**config.mk**
```make
export PLATFORM = sky130hd
export DESIGN_NAME = alu_mul_sequencer
export DESIGN_NICKNAME = d
export VERILOG_FILES = /design/src/rtl/alu_mul_sequencer.sv
export SDC_FILE = /design/constraint.sdc
export NUM_CORES = 1
export LEC_CHECK = 0
export BUFFER_PORTS_ARGS = -buffer_cell sky130_fd_sc_hd__clkbuf_2
export CAP_MARGIN = 20
export CORE_MARGIN = 1.5
export CORE_UTILIZATION = 40
export DETAILED_ROUTE_END_ITERATION = 8
export GPL_TIMING_DRIVEN = 0
export PLACE_DENSITY = 0.66
export SYNTH_ARGS = -nofsm -noshare
export SYNTH_HDL_FRONTEND = slang
export SYNTH_SLANG_ARGS = --single-unit
export TNS_END_PERCENT = 100
```
**constraint.sdc**
```tcl
create_clock -name clk -period 2.9 [get_ports clk]
set_clock_uncertainty 0.1 [all_clocks]
set_input_delay 0.145 -clock clk [delete_from_list [all_inputs] [get_ports clk]]
set_output_delay 0.145 -clock clk [all_outputs]
set_load 0.02 [all_outputs]
```
**src/rtl/alu_mul_sequencer.sv**
```systemverilog
// Shift-add multiply sequencer for the EXE stage: drives the shared ALU with
// ADD/NOP commands, one multiplier bit per cycle, and delivers the low WIDTH bits of op_a*op_b.
module alu_mul_sequencer #(
  parameter int          WIDTH   = 32,
  parameter logic [3:0]  ADD_CMD = 4'b0010,
  parameter logic [3:0]  NOP_CMD = 4'b0000
) (
  input  logic             clk,
  input  logic             rst,
  input  logic             start,
  input  logic             flush,
  input  logic [WIDTH-1:0] op_a,
  input  logic [WIDTH-1:0] op_b,
  input  logic             S,
  input  logic [3:0]       SR,
  output logic [WIDTH-1:0] ALU_Val1,
  output logic [WIDTH-1:0] ALU_Val2,
  output logic [3:0]       ALU_EXE_CMD,
  input  logic [WIDTH-1:0] ALU_Result,
  output logic             busy,
  output logic             done,
  output logic [WIDTH-1:0] Result,
  output logic [3:0]       Status,
  output logic             status_we
);

  localparam int CW = $clog2(WIDTH);

  typedef enum logic [1:0] {IDLE, RUN, DONE} state_t;

  state_t           state;
  logic [WIDTH-1:0] acc;
  logic [WIDTH-1:0] mcand;
  logic [WIDTH-1:0] mplier;
  logic [CW-1:0]    count;
  logic             s_q;

  logic [WIDTH-1:0] acc_nxt;
  logic [WIDTH-1:0] mplier_sh;
  logic             run_last;

  always_comb begin
    acc_nxt   = mplier[0] ? ALU_Result : acc;
    mplier_sh = mplier >> 1;
    run_last  = (mplier_sh == '0) || (count == CW'(WIDTH - 1));
  end

  // The ALU only ever sees operands while running, so its flag logic observes ADD traffic alone.
  always_comb begin
    ALU_Val1    = '0;
    ALU_Val2    = '0;
    ALU_EXE_CMD = NOP_CMD;
    if (state == RUN) begin
      ALU_Val1    = acc;
      ALU_Val2    = mcand;
      ALU_EXE_CMD = mplier[0] ? ADD_CMD : NOP_CMD;
    end
  end

  assign busy = (state != IDLE);

  // done/Result/Status are loaded on the edge entering DONE so they are valid throughout that cycle.
  always_ff @(posedge clk or negedge rst) begin
    if (!rst) begin
      state     <= IDLE;
      acc       <= '0;
      mcand     <= '0;
      mplier    <= '0;
      count     <= '0;
      s_q       <= 1'b0;
      done      <= 1'b0;
      status_we <= 1'b0;
      Result    <= '0;
      Status    <= 4'b0000;
    end else begin
      done      <= 1'b0;
      status_we <= 1'b0;
      if (flush) begin
        state <= IDLE;
      end else begin
        case (state)
          IDLE: begin
            if (start) begin
              mcand  <= op_a;
              mplier <= op_b;
              s_q    <= S;
              acc    <= '0;
              count  <= '0;
              if (op_b != '0) begin
                state <= RUN;
              end else begin
                state     <= DONE;
                done      <= 1'b1;
                status_we <= S;
                Result    <= '0;
                Status    <= {1'b0, 1'b1, SR[1:0]};
              end
            end
          end
          RUN: begin
            acc    <= acc_nxt;
            mcand  <= mcand << 1;
            mplier <= mplier_sh;
            count  <= count + 1'b1;
            if (run_last) begin
              state     <= DONE;
              done      <= 1'b1;
              status_we <= s_q;
              Result    <= acc_nxt;
              Status    <= {acc_nxt[WIDTH-1], acc_nxt == '0, SR[1:0]};
            end
          end
          DONE:    state <= IDLE;
          default: state <= IDLE;
        endcase
      end
    end
  end

endmodule

```
---- Yosys cells after proc, flatten, opt, wreduce, memory -nomap -nowiden ----
Cells that the tools add are included.
Widths: inputs -> output; s select.
operators by class
  add/sub/neg operators ................... 1
  multiply operators ...................... 0
  div/mod/pow operators ................... 0
  magnitude comparators ................... 0
  equal/unequal tests ..................... 7
  shift operators ......................... 0
  mux-type cells .......................... 36
  bitwise gates (word level) .............. 1
  reduce and logical (&&, ||, !) cells .... 11
operators by type and width
  kind                 count
  $mux 32              9
  $pmux 32 s2          4
  $logic_not 32->1     2
  $reduce_bool 32->1   1
  $mux 2               6
  $mux 4               3
  $pmux 5 s2           1
  $mux 1               8
  $pmux 4 s2           1
  $ne 2x2->1 const B   3
  $ne 3x3->1 const B   2
  $reduce_and 3->1     2
  $add 5x1->5 const B  1
  $eq 5x5->1 const B   1
  $mux 5               1
  $reduce_and 5->1     1
  $pmux 1 s2           2
  $pmux 2 s2           1
  $reduce_bool 2->1    2
  $eq 2x1->1 const B   1
  $logic_not 2->1      1
  $reduce_and 2->1     1
  $logic_or 1x1->1     1
  $not 1->1            1
word-level totals
  flip-flop bits (word level) ............. 142
  bits in latches ......................... 0
  memory bits (writable) .................. 0
  ROM bits ................................ 0
  input bits .............................. 105
  output and inout bits ................... 107
  word-level logic and storage cells ...... 66
  memories ................................ 0

---- Longest topological paths before layout ----
  word-level depth ........................ 5
  mapped depth ............................ 7
  gate-level depth less buffers ........... 6

---- Least setup slack after synthesis ----
No wires, ideal clock.
  kind .................................... reg2reg
  start point ............................. reg count[0]
  end point ............................... reg Result[0]
  library setup time ...................... 125 ps
  arrival ................................. 1926 ps
  required time ........................... 2675 ps
  slack ................................... 749 ps
  stages on the path, launching flop included .. 8
  buffers on the path ..................... 1
  period minus slack after synthesis ...... 2151 ps
  cells stage by stage .................... dfrtp_1 > ha_1 > and3_1 > ha_1 > o21bai_2 > a22oi_4 > buf_6 > mux2_4
on the way
  word-level cells in the longest chain between the ends .. 4
RTL lines
  what                               line  source
  start: declaration                 35    logic [CW-1:0] count;
  start signal: assignment           104   count <= count + 1'b1;
  $eq 5x5->1                         45    run_last = (mplier_sh == '0) || (count == CW'(WIDTH - 1));
  $logic_or 1x1->1                   45
  $ne 2x2->1 (no source line)        --
  $reduce_and 5->1 (no source line)  --
  end signal: assignment             109   Result <= acc_nxt;
  end: declaration                   22    output logic [WIDTH-1:0] Result,
Every way passes these cells.
A chain may end at the register's enable or synchronous reset.

---- Worst setup path after layout ----
  start point ............................. reg state[0]
  end point ............................... out ALU_Val1[21]
on the way
  word-level cells in the longest chain between the ends .. 2
RTL lines
  what                      line  source
  start: declaration        31    state_t state;
  start signal: assignment  65    state <= IDLE;
  start signal: assignment  79    state <= IDLE;
  start signal: assignment  90    state <= RUN;
  $eq 2x1->1                53    if (state == RUN) begin
  $mux 32                   53
  end: declaration          16    output logic [WIDTH-1:0] ALU_Val1,
Every way passes these cells.

==> impl_metrics.py <==
metrics = {
    "timing": {
        "period_share_pct": 89.0,
        "setup_viol": 0,
        "rsz0062_at_grt": "no",
        "min_period_ns": 2.58,
        "fin_hold_ws_ns": 0.0574,
        "timing.fmax_mhz": 387,
        "slew_headroom_pct": 52.5,
        "hold_violations": 0,
        "drv_slew": 0,
        "setup_ws_ns": 0.319,
        "worst_pin_slew_ns": 0.712,
    },
    "die": {
        "dieWidth_um": 136,
        "core-area_sq_um": 17300,
        "ios": 212,
        "die_area_sq_um": 18500,
        "start_util_pct": 40.9,
        "die-height_um": 136,
        "row_count": 48,
    },
    "yosys": {
        "synth_top_area_share_pct": 49.8,
        "syn_area_sq_um": 7080,
        "synth_area_leader_cell": "dfrtp_1",
        "synth_area_leaders": "dfrtp_1, nand2_1, and2_1, mux2_4, mux2i_1",
        "yosysUniqueCellTypes": 40,
        "ys_seq_area_share_pct": 49.8,
        "synthCells": 726,
        "ys_ff_latch": 141,
        "syn_area_per_cell_sq_um": 9.75,
        "ys.warnings.count": 0,
    },
    "power_and_ir_drop": {
        "switching_share_pct": 29.2,
        "p_leak_nw": 5.10,
        "intPower_mw": 3.79,
        "power_density_nw_per_um2": 554,
        "p_seq_share_pct": 44.2,
        "p_clk_share_pct": 36.9,
        "switchingPower_mw": 1.56,
        "p_total_mw": 5.34,
        "ir_drop_mv": 0.407,
        "p_comb_share_pct": 18.9,
    },
    "critical_path": {
        "worstPathArrival_ns": 2.34,
        "start_kind": "flip-flop",
        "cp_max_fo": 10,
        "r2r_end": "Result[2]$_DFFE_PN0P_",
        "r2r_slack_ns": 0.47,
        "r2r-start": "count[0]$_DFFE_PN0P_",
        "worstRegToRegCells": 7,
        "end_kind": "output pin",
        "path_class": "flip-flop to output pin",
        "required_ns": 2.65,
    },
    "placement": {
        "hpwl_um": 15100,
        "place_area_sq_um": 8430,
        "dp.cells": 1160,
        "gp_congestion": 0.830,
        "place_ws_ns": 0.401,
        "port_buffers": 206,
    },
    "cts": {
        "clock_path_buffers": 2,
        "cts_root_buf": "clkbuf_16",
        "cts_inserted_buffers": 17,
        "clkSinkCount": 141,
        "cts_tree": "done",
        "postCtsSetupRepairBufs": 0,
        "clk_latency_ns": 0.42,
        "path_clk_slew_ns": 0.06,
        "htree_levels": 4,
    },
    "route": {
        "drc": 0,
        "ant_nets": 0,
        "num_vias": 6448,
        "drt_wl_total_um": 21500,
        "drt_iter0_markers": 378,
        "drt_pass1_iterations": 5,
        "wl_per_cell_um": 17.1,
        "viasPerCell": 5.13,
    },
    "final_layout": {
        "syn2layout_area_growth_pct": 36.3,
        "insertedDiodeCount": 0,
        "nNetsFinal": 1130,
        "fin_area_sq_um": 9640,
        "stdcell_count": 1258,
        "drive_gt1_share_pct": 28.8,
        "mostFrequentLayoutCell": "clkbuf_2",
        "mostFrequentLayoutCells": "clkbuf_2, nand2_1, dfrtp_1",
    },
    "global_routing": {
        "grt_start_max_net_pins": 72,
        "grt_first_pass_wirelength_um": 33900,
        "track_usage_pct": 24.0,
        "first_global_vias": 6495,
        "overflow": 0,
        "antenna_found_initial": 0,
    },
    "run": {
        "maxCapViolations": 0,
    },
    "worst_hold_path": {
        "hold_depth": 5,
        "holdCritStartpoint": "ALU_Result[8]",
        "holdPathEnd": "acc[8]$_DFFE_PN0P_",
        "holdCritPathClass": "input port to flip-flop",
    },
    "outcome": {
        "status": "complete, no violations",
    },
}
## per-layer routing
metal | track usage [%] | wire length, um
met1 | 32.9 | 9870
met2 | 36.9 | 10000
met3 | 5.22 | 1130
met4 | 9.57 | 529
met5 | 0 | 0
## critical path, cell delays in order (launching register included)
cell and delay (ns):
dfrtp_1 0.43, nor2b_2 0.31, buf_2 0.25, buf_2 0.25, clkbuf_2 0.28, and2_1 0.21
clkbuf_2 0.18
## registers in the layout, indices dropped and copies added (netlist names)
name	count
state	2
Result	32
mcand	32
Status	3
acc	32
mplier	32
done	1
count	5
s_q	1
status_we	1
## layout make-up
type,count,area [sq um]
Fill cell,1614,7650
Sequential cell,141,3530
Multi-Input combinational cell,531,3290
Timing Repair Buffer,276,1760
Clock buffer,21,440
Tap cell,225,282
Buffer,52,255
Clock inverter,8,72.6
Inverter,4,15.0
## worst max path at each step
| stage | depth (start not counted) | slack (ns) | start | end |
|---|---|---|---|---|
| floorplan | 7 | 0.75 | count[0]$_DFFE_PN0P_ | Result[0]$_DFFE_PN0P_ |
| global route | 6 | 0.1 | state[0]$_DFFE_PN0P_ | ALU_Val1[7] |
| CTS | 6 | 0.06 | state[0]$_DFFE_PN0P_ | ALU_Val1[30] |
| detailed placement | 6 | 0.40 | state[0]$_DFFE_PN0P_ | ALU_Val1[18] |
| finish | 6 | 0.32 | state[0]$_DFFE_PN0P_ | ALU_Val1[21] |
| global placement | 1 | -0.91 | rst | Result[4]$_DFFE_PN0P_ |
## what timing repair did
item / in CTS / in global routing
endpoints found under the setup margin: 4 / 29
gates resized for setup: 2 / 3
endpoints found under the hold margin: 139 / 0
hold buffers: 69 / 0
## cell families after synthesis
| family | share of synthesized area [%] |
|---|---|
| muxes | 11.7 |
| and+or+nand+nor | 25.2 |
| xor gates and xnor gates | 0.248 |
| buffers and inverters | 3.77 |
| DFF | 49.8 |
| other | 0.0530 |
| AOI/OAI and AO/OA | 8.82 |
| adders and majority gates | 0.353 |
## synthesized netlist by cell type
library cell and number:
mux2_2 8, inv_1 4, o21ai_1 1, or4_1 1, a22o_1 3, buf_6 3
and3_1 1, nor2_1 73, o22ai_1 1, a31oi_1 32, a21oi_1 3, mux2_4 27
nor4_1 26, nand4_1 8, buf_4 4, buf_1 4, nand3_1 1, nor3_2 2
o21ai_0 1, a22oi_4 1, or4b_2 1, o22a_1 1, dfrtp_1 141, o21a_1 1
a41oi_1 1, and2_1 95, o21bai_2 1, buf_2 15, mux2i_1 33, ha_1 2
conb_1 1, nor2b_1 1, nand2_1 164, xor2_1 2, a32oi_1 1, nor4b_1 1
a221o_1 30, nand2b_1 1, nor3_1 4, clkbuf_1 26
## metrics by stage
stage               utilization, %  setup TNS, ns
floorplan                        -              0
global placement              48.6        -127.16
global route                  55.8              0
finish                        55.8              0
detailed placement            48.8              0
CTS                           55.7              0
## power by group through the flow
stage | sequential, mW | combinational, mW | clock [mW]
3_5_place_dp | 2.38 | 0.939 | 0
5_1_grt | 2.39 | 1.12 | 2.08
2_1_floorplan | 2.33 | 0.610 | 0
3_3_place_gp | 2.38 | 0.915 | 0
6_report | 2.36 | 1.01 | 1.97
4_1_cts | 2.35 | 1.01 | 2.00
(Power assumes the default switching activity.)
